--- src/rtl/spi_reg_pkg.sv ---
// ---------------------------------------------------------------------------
// spi_reg_pkg
//   Shared definitions for the SPI register bridge: FSM state encoding,
//   command-byte layout and fixed byte values.
//   Optional feature macro (used by spi_reg_bridge): SPI_REG_BRIDGE_STATUS_EN
// ---------------------------------------------------------------------------
package spi_reg_pkg;

    typedef enum logic [1:0] {
        ST_IDLE = 2'd0,
        ST_CMD  = 2'd1,
        ST_WR   = 2'd2,
        ST_RD   = 2'd3
    } state_e;

    localparam int          ADDR_W      = 7;
    localparam int          CMD_RW_BIT  = 7;         // 1 = write frame
    localparam logic [6:0]  STATUS_ADDR = 7'h7F;
    localparam logic [7:0]  TX_DUMMY    = 8'h00;     // MISO filler during the command byte

endpackage

--- src/rtl/spi_cs_sync.sv ---
// ---------------------------------------------------------------------------
// spi_cs_sync
//   Two-flop synchronizer for the raw SPI chip select plus edge pulses on
//   the synchronized level. All flops reset to 1 (CS deasserted), so a CS
//   that is already low when reset releases shows up as a fresh fall.
// Ports
//   i_Clk    in  system clock
//   i_Rst    in  synchronous reset, active-high
//   i_CS_n   in  raw asynchronous chip select (active low)
//   o_Fall   out 1-cycle pulse: synchronized CS went 1->0 (frame start)
//   o_Rise   out 1-cycle pulse: synchronized CS went 0->1 (frame end)
// ---------------------------------------------------------------------------
module spi_cs_sync (
    input  logic i_Clk,
    input  logic i_Rst,
    input  logic i_CS_n,
    output logic o_Fall,
    output logic o_Rise
);

    logic cs_meta;
    logic cs_s;
    logic cs_d;     // previous synchronized level, for edge detection

    always_ff @(posedge i_Clk) begin
        if (i_Rst) begin
            cs_meta <= 1'b1;
            cs_s    <= 1'b1;
            cs_d    <= 1'b1;
        end else begin
            cs_meta <= i_CS_n;
            cs_s    <= cs_meta;
            cs_d    <= cs_s;
        end
    end

    assign o_Fall = cs_d & ~cs_s;
    assign o_Rise = ~cs_d & cs_s;

endmodule

--- src/rtl/spi_reg_bridge.sv ---
// ---------------------------------------------------------------------------
// spi_reg_bridge
//   Byte-protocol engine behind an SPI slave. One CS_n-low period is one
//   frame; byte0 = {RW, ADDR[6:0]} (RW=1 write), following bytes are data
//   with the address pointer auto-incrementing (7-bit, wraps 7F->00).
//   Read data goes back to the slave one cycle after each received byte.
// Optional feature: define SPI_REG_BRIDGE_STATUS_EN to map address 7'h7F as a
//   read-only status byte taken from i_Status (writes to it are dropped).
// Parameters
//   NUM_REGS  number of 8-bit registers at addresses 0..NUM_REGS-1 (1..127)
//   REG_RST   reset value of every register
// Ports
//   i_Clk, i_Rst           clock, synchronous active-high reset
//   i_SPI_CS_n             raw chip select (synchronized internally)
//   i_RX_DV, i_RX_Byte     received byte strobe and value
//   o_TX_DV, o_TX_Byte     load strobe and next MISO byte for the slave
//   o_Regs                 register bank, reg n at [8n+7:8n]
//   o_Wr_Stb, o_Wr_Addr    pulse and address per accepted register write
//   i_Status               status byte (feature build only)
// ---------------------------------------------------------------------------
module spi_reg_bridge
    import spi_reg_pkg::*;
#(
    parameter int          NUM_REGS = 16,
    parameter logic [7:0]  REG_RST  = 8'h00
) (
    input  logic                    i_Clk,
    input  logic                    i_Rst,
    input  logic                    i_SPI_CS_n,
    input  logic                    i_RX_DV,
    input  logic [7:0]              i_RX_Byte,
    output logic                    o_TX_DV,
    output logic [7:0]              o_TX_Byte,
    output logic [NUM_REGS*8-1:0]   o_Regs,
    output logic                    o_Wr_Stb,
    output logic [ADDR_W-1:0]       o_Wr_Addr,
    input  logic [7:0]              i_Status
);

    localparam logic [ADDR_W:0] NUM_REGS_W = (ADDR_W+1)'(NUM_REGS);

    logic cs_fall;
    logic cs_rise;

    spi_cs_sync u_cs_sync (
        .i_Clk  (i_Clk),
        .i_Rst  (i_Rst),
        .i_CS_n (i_SPI_CS_n),
        .o_Fall (cs_fall),
        .o_Rise (cs_rise)
    );

    state_e              state_q, state_d;
    logic [ADDR_W-1:0]   ptr_q, ptr_d;
    logic                tx_dv_d;
    logic [7:0]          tx_byte_d;
    logic                wr_stb_d;
    logic [ADDR_W-1:0]   wr_addr_d;
    logic                reg_we;
    logic [7:0]          regs_q [NUM_REGS];

    logic [ADDR_W-1:0]   rd_addr;
    logic [7:0]          rd_data;
    logic                wr_ok;

    // Read address: the command byte's address when entering a read, the
    // incremented pointer while streaming.
    always_comb begin
        rd_addr = (state_q == ST_CMD) ? i_RX_Byte[ADDR_W-1:0] : ptr_q + 7'd1;
        rd_data = 8'h00;
        for (int i = 0; i < NUM_REGS; i++) begin
            if (rd_addr == ADDR_W'(i)) rd_data = regs_q[i];
        end
`ifdef SPI_REG_BRIDGE_STATUS_EN
        if (rd_addr == STATUS_ADDR) rd_data = i_Status;
`endif
    end

`ifdef SPI_REG_BRIDGE_STATUS_EN
    assign wr_ok = ({1'b0, ptr_q} < NUM_REGS_W) && (ptr_q != STATUS_ADDR);
`else
    assign wr_ok = ({1'b0, ptr_q} < NUM_REGS_W);
    wire unused_status = ^i_Status;
`endif

    always_comb begin
        state_d   = state_q;
        ptr_d     = ptr_q;
        tx_dv_d   = 1'b0;
        tx_byte_d = o_TX_Byte;
        wr_stb_d  = 1'b0;
        wr_addr_d = o_Wr_Addr;
        reg_we    = 1'b0;

        case (state_q)
            ST_IDLE: begin
                if (cs_fall) begin
                    state_d   = ST_CMD;
                    tx_dv_d   = 1'b1;
                    tx_byte_d = TX_DUMMY;
                end
            end
            ST_CMD: begin
                if (i_RX_DV) begin
                    ptr_d = i_RX_Byte[ADDR_W-1:0];
                    if (i_RX_Byte[CMD_RW_BIT]) begin
                        state_d = ST_WR;
                    end else begin
                        state_d   = ST_RD;
                        tx_dv_d   = 1'b1;
                        tx_byte_d = rd_data;
                    end
                end
            end
            ST_WR: begin
                if (i_RX_DV) begin
                    if (wr_ok) begin
                        reg_we    = 1'b1;
                        wr_stb_d  = 1'b1;
                        wr_addr_d = ptr_q;
                    end
                    ptr_d = ptr_q + 7'd1;
                end
            end
            ST_RD: begin
                // Incoming byte is a dummy; it only paces the next read.
                if (i_RX_DV) begin
                    ptr_d     = ptr_q + 7'd1;
                    tx_dv_d   = 1'b1;
                    tx_byte_d = rd_data;
                end
            end
            default: state_d = ST_IDLE;
        endcase

        // End of frame wins over the state decision but not over the byte
        // handled in the same cycle.
        if (cs_rise) state_d = ST_IDLE;
    end

    always_ff @(posedge i_Clk) begin
        if (i_Rst) begin
            state_q   <= ST_IDLE;
            ptr_q     <= '0;
            o_TX_DV   <= 1'b0;
            o_TX_Byte <= 8'h00;
            o_Wr_Stb  <= 1'b0;
            o_Wr_Addr <= '0;
        end else begin
            state_q   <= state_d;
            ptr_q     <= ptr_d;
            o_TX_DV   <= tx_dv_d;
            o_TX_Byte <= tx_byte_d;
            o_Wr_Stb  <= wr_stb_d;
            o_Wr_Addr <= wr_addr_d;
        end
    end

    always_ff @(posedge i_Clk) begin
        if (i_Rst) begin
            for (int i = 0; i < NUM_REGS; i++) regs_q[i] <= REG_RST;
        end else if (reg_we) begin
            for (int i = 0; i < NUM_REGS; i++) begin
                if (ptr_q == ADDR_W'(i)) regs_q[i] <= i_RX_Byte;
            end
        end
    end

    for (genvar g = 0; g < NUM_REGS; g++) begin : g_regs_out
        assign o_Regs[8*g +: 8] = regs_q[g];
    end

endmodule

--- config.mk ---
export PLATFORM = sky130hd
export DESIGN_NAME = spi_reg_bridge
export DESIGN_NICKNAME = d
export VERILOG_FILES = /design/src/rtl/spi_reg_pkg.sv /design/src/rtl/spi_cs_sync.sv /design/src/rtl/spi_reg_bridge.sv
export SDC_FILE = /design/constraint.sdc
export NUM_CORES = 1
export LEC_CHECK = 0
export CORE_MARGIN = 4
export CORE_UTILIZATION = 46
export CTS_CLUSTER_DIAMETER = 30
export DETAILED_ROUTE_END_ITERATION = 12
export GPL_TIMING_DRIVEN = 0
export PLACE_DENSITY = 0.7
export SYNTH_ARGS = -nofsm -noshare
export SYNTH_HDL_FRONTEND = slang
export SYNTH_SLANG_ARGS = --single-unit
--- constraint.sdc ---
create_clock -name i_Clk -period 3.98 [get_ports i_Clk]
set_clock_uncertainty 0.05 [all_clocks]
set_input_delay 0.597 -clock i_Clk [delete_from_list [all_inputs] [get_ports i_Clk]]
set_output_delay 0.597 -clock i_Clk [all_outputs]
set_load 0.01 [all_outputs]
# Word level (Yosys, flattened, before mapping)

Memories as Yosys holds them, arrays and structs flattened.
Index checks and enable logic that the tools add are counted.

Flip-flop bits (word level): 29
Bits in writable memories: 128
Bits of input ports: 20
Output and inout port bits: 145
Memories: 1

Add/sub/neg operators: 1
Order comparisons: 1
Eq/ne operators: 38
Muxes and demuxes: 119
Bitwise operators: 20
Reduce and logical (&&, ||, !) cells: 12

Memories:

| name   | depth | bits a word | rd ports | clocked after memory_dff | write ports | RTL line             | text |
|---|---|---|---|---|---|---|---|
| regs_q | 16    | 8           | 16       | 0                        | 16          | spi_reg_bridge.sv:60 | `logic [7:0] regs_q [NUM_REGS];` |

Operator list:

| cell                | count |
|---|---|
| $mux 8              | 36 |
| $eq 7x4->1 const B  | 16 |
| $mux 1              | 74 |
| $eq 7x3->1 const B  | 8 |
| $eq 7x2->1 const B  | 4 |
| $pmux 8 s3          | 1 |
| $mux 7              | 3 |
| $or 1x1->1          | 16 |
| $eq 7x1->1 const B  | 2 |
| $logic_not 7->1     | 2 |
| $pmux 7 s2          | 1 |
| $reduce_and 3->1    | 3 |
| $ne 2x2->1 const B  | 4 |
| $add 7x1->7 const B | 1 |
| $lt 7x5->1 const B  | 1 |
| $reduce_and 5->1    | 1 |
| $eq 2x2->1 const B  | 2 |
| $mux 2              | 2 |
| $pmux 2 s2          | 1 |
| $reduce_bool 2->1   | 2 |
| $reduce_or 2->1     | 2 |
| $pmux 1 s3          | 1 |
| $reduce_bool 3->1   | 1 |
| $and 1x1->1         | 2 |
| 4 further kinds     | 5 |

# Depth between registers and ports, before layout

Depth in word-level cells: 22
Mapped depth: 13

# Cells and area by module

Synthesis repeated with hierarchy kept, for this count alone.

Cells, all modules: 645
Area total of the unflattened synthesis: 7,359.6 µm²

By module, submodules not included:

| module         | instances | cells an instance | area an instance (µm²) | seq. area each (µm²) |
|---|---|---|---|---|
| spi_reg_bridge | 1         | 637               | 7,267.0                | 4,364.2 |
| spi_cs_sync    | 1         | 8                 | 92.6                   | 60.1 |

# Least setup slack after synthesis

OpenSTA, ideal clock, no wires.

Kind: flip-flop to flip-flop
From: register ptr_q[0]
To: register o_TX_Byte[6]
Setup time: 0.086 ns
Arrival: 2.781 ns
Slack: 1.063 ns
Cell stages (with the launch flop): 12
Clock period less this slack: 2.917 ns
Cell sequence: dfxtp_1 > clkbuf_1 > buf_2 > inv_1 > ha_1 > clkbuf_1 > o31a_1 > nor4_1 > o21ai_2 > o21a_1 > a31o_1 > a221oi_2

Word-level cells in the longest chain between the ends: 22
Elaborated cells between the ends (all ways): 38

RTL lines:

| item                   | RTL line              | text |
|---|---|---|
| start, declared        | spi_reg_bridge.sv:54  | `logic [ADDR_W-1:0] ptr_q, ptr_d;` |
| start signal, assigned | spi_reg_bridge.sv:151 | `ptr_q <= ptr_d;` |
| $add 7x1->7 (*)        | spi_reg_bridge.sv:69  | `rd_addr = (state_q == ST_CMD) ? i_RX_Byte[ADDR_W-1:0] : ptr_q + 7'd1;` |
| $mux 7 (*)             | spi_reg_bridge.sv:69  |  |
| $logic_not 7->1        | spi_reg_bridge.sv:72  | `if (rd_addr == ADDR_W'(i)) rd_data = regs_q[i];` |
| $mux 8 (15 in series)  | spi_reg_bridge.sv:72  |  |
| $mux 8 (*)             | spi_reg_bridge.sv:72  |  |
| $mux 8                 | spi_reg_bridge.sv:106 | `if (i_RX_Byte[CMD_RW_BIT]) begin` |
| $mux 8                 | spi_reg_bridge.sv:104 | `if (i_RX_DV) begin` |
| $pmux 8 s3 (*)         | spi_reg_bridge.sv:95  | `case (state_q)` |
| end signal, assigned   | spi_reg_bridge.sv:153 | `o_TX_Byte <= tx_byte_d;` |
| end, declared          | spi_reg_bridge.sv:33  | `output logic [7:0] o_TX_Byte,` |

Mark *: on every way between the ends. The rest lies on a longest branch, timed or not. The select of a mux whose other input is x is not followed.
A chain may end at the register's enable or synchronous reset.

# Final worst setup path

From: register ptr_q[0]
To: register o_TX_Byte[4]

The elaborated chain is that of the path after synthesis.

==> results.yml <==
status:
  status: "completed"
critical_path:
  slowest_stage: "ha_2"
  regToRegSetupSlack_ns: 0.28
  worst_r2r_path_depth: 12
  critical_path_class: "reg2reg"
  required_ns: 4.25
  r2r-end: "o_TX_Byte[4]"
  path_delay_family: "compound AO/OA/AOI/OAI gates"
  cp.arrival_ns: 3.97
  endpoint_kind: "flop"
  worstPathCellList: "clkbuf_1 > buf_2 > inv_1 > ha_2 > nand2b_1 > mux2_2 > clkbuf_2 > o22ai_1 > a211oi_1 > o21ai_0 > a22oi_1 > o31a_1"
  start_kind: "flop"
  r2r-start: "ptr_q[0]"
  crit_fanout: 10
  cpPeakStageDelay_ns: 0.47
  worst-path-buf-inv: 4
floorplanning:
  core_sq_um: 15430
  die_width_um: 134.5
  ioPinCount: 165
  rows: 45
  initial_core_util_pct: 47.73
  dieArea_sq_um: 18100
  die_h_um: 134.5
layout:
  area_delta_synth_final_pct: 32.85
  diodes: 0
  layout.area.seq_sq_um: 4424
  num-nets-final: 853
  multi_input_area_sq_um: 2726
  design_area_sq_um: 9782
  drive_gt1_share_pct: 8.907
  finalNonFillerCells: 1053
  fillers: 1262
route:
  via_per_inst: 6.271
  ant_nets: 0
  wl_mm: 27.51
  wl_per_cell_um: 26.13
  drc: 0
  firstDrtPassIters: 6
  dr_total_vias: 6603
  drt_iter0_drc: 901
clock_tree:
  numCtsBuffers: 17
  tritoncts: "built"
  clockRootBuffer: "clkbuf_16"
  h-tree-depth: 4
  clkLatencyLatePin_ns: 0.44
  cts_buffer_depth: 2
  cts.clk_slew.worst_paths_ns: 0.07
  hold_buffers: 0
  post_cts_buffers: 0
  clkSinkCount: 157
timing:
  slew_headroom_pct: 33.51
  fin_tns_setup_ns: 0
  timing.final.ws_setup_ns: 0.2779
  worstMarginPinSlew_ns: 0.9891
  finalSetupViolCount: 0
  post-route-period-util_pct: 93.02
  slew_viol_final: 0
  fmax_ghz: 0.2701
  finalCriticalPeriod_ns: 3.702
  rsz0062_at_grt: "false"
  finalHoldViolations: 0
pwr:
  p_leak_nw: 3.409
  irDropWorstVdd_mv: 0.2755
  power.density_nw_per_um2: 417.6
  finalPower_mw: 4.085
synth:
  syn_inst: 658
  syn_nets: 682
  synthFlopType: "edfxtp_1"
  synth-seq-area-share_pct: 60.08
  syn-cell-area_sq_um: 7363
  synth_cell_type_count: 72
  synth_seq_cells: 157
  ys_warn_count: 0
  synth_area_leaders: "edfxtp_1 52%, dfxtp_1 7.9%, nor2_1 5.4%"
  yosysTopAreaCellShare_pct: 52.20
  synth_edf_count: 128
  synth_common_cells: "128 x edfxtp_1, 105 x nor2_1, 46 x nand2_1"
  yosysTopAreaCell: "edfxtp_1"
  synth_most_common_cell: "edfxtp_1"
  synthArstFlopShare_pct: 0
  synth.avg_cell_area_sq_um: 11.19
global_routing:
  grt_pass1_wl_mm: 41.09
  grt_max_degree: 18
  overflow: 0
  first_global_vias: 6492
  grtUsageTotal_pct: 30.35
  antenna_found_initial: 1
placed_design:
  dpl_cell_area_sq_um: 9175
  place_ws_ns: -0.2545
  gp_congestion: 0.9722
  numPlacedInstances: 1023
  numPortBuffers: 154
  dp_hpwl_mm: 20.03
min_path:
  min_from: "u_cs_sync.cs_meta"
  hp-class: "reg2reg"
  whs_endpoint: "u_cs_sync.cs_s"
  hold-path-cell-count: 1
job:
  cap_viol_max_count: 0
[how the worst max path moves through the flow]
stage | slack [ns] | end | startpoint | depth (start not counted)
detailed placement | -0.25 | o_TX_Byte[1] | ptr_q[0] | 12
finish | 0.28 | o_TX_Byte[4] | ptr_q[0] | 12
floorplan | 1.06 | o_TX_Byte[6] | ptr_q[0] | 11
global route | 0.12 | o_TX_Byte[1] | ptr_q[0] | 11
global placement | -0.23 | o_TX_Byte[1] | ptr_q[0] | 12
CTS | 0.01 | o_TX_Byte[4] | ptr_q[0] | 13
[metrics by stage]
stage	hold WS [ns]	utilization, %
finish	0.3658	63.41
global route	0.3746	63.41
CTS	0.3671	63.24
detailed placement	0.3537	59.47
global placement	0.3522	59.43
floorplan	0.3395	-
[report_power, final]
group	internal (mW)	switching, mW	total [mW]
Combinational	0.230	0.355	0.584
Sequential	1.85	0.0572	1.91
Clock	0.831	0.759	1.59
Total	2.91	1.17	4.09
[state kept, by name, summed over array words and instances, names as in the netlist, 2 cells and up]
name and cells:
o_TX_Byte 8, o_Wr_Addr 7, ptr_q 7, regs_q 128, state_q 2
[cell usage in the layout (no fill, tap or decap), types with 7 or more instances in the layout]
cell type        instances
clkdlybuf4s50_1        154
edfxtp_1               128
nor2_1                 105
nand2_1                 46
o21ai_0                 32
dfxtp_1                 29
clkbuf_1                27
a21oi_1                 24
nand2b_1                23
inv_1                   19
clkbuf_16               17
o22ai_1                 14
a22oi_1                 14
o211ai_1                13
nand3_1                 10
mux2i_1                  9
buf_2                    7
a221oi_1                 7
[cells by family (layout without fill, tap and decap cells)]
kind of cell | Yosys count | after routing | share of synthesized area, %
buffers and inverters | 63 | 247 | 3.534
AO/OA/AOI/OAI | 183 | 183 | 17.84
AND/OR/NAND/NOR | 231 | 231 | 14.83
XOR/XNOR | 1 | 1 | 0.1190
flip-flops | 157 | 157 | 60.09
adder cells (fa/ha/maj) | 4 | 4 | 0.6797
multiplexers | 19 | 19 | 2.906
[timing repair]
| action | CTS | global route |
|---|---|---|
| gates resized for setup | 4 | 11 |
| setup endpoints to repair | 6 | 8 |
| pin swaps | 0 | 0 |
| cloned | 0 | 0 |
[cell type report]
class,instances,share of cell area [%]
Inverter,19,0.7291
Timing Repair Buffer,154,15.76
Clock inverter,15,1.458
Tap cell,211,2.699
Sequential cell,157,45.23
Buffer,42,1.906
Multi-Input combinational cell,438,27.87
Clock buffer,17,4.349
[routing by layer]
metal,vias up,part of all wire [%],GRT usage (%)
li1,2834,-,-
met1,3223,42,43.91
met2,483,45,45.70
met3,61,11,7.042
met4,2,2.6,9.446
met5,-,0.047,0
Power figures use the tool's default switching activity.
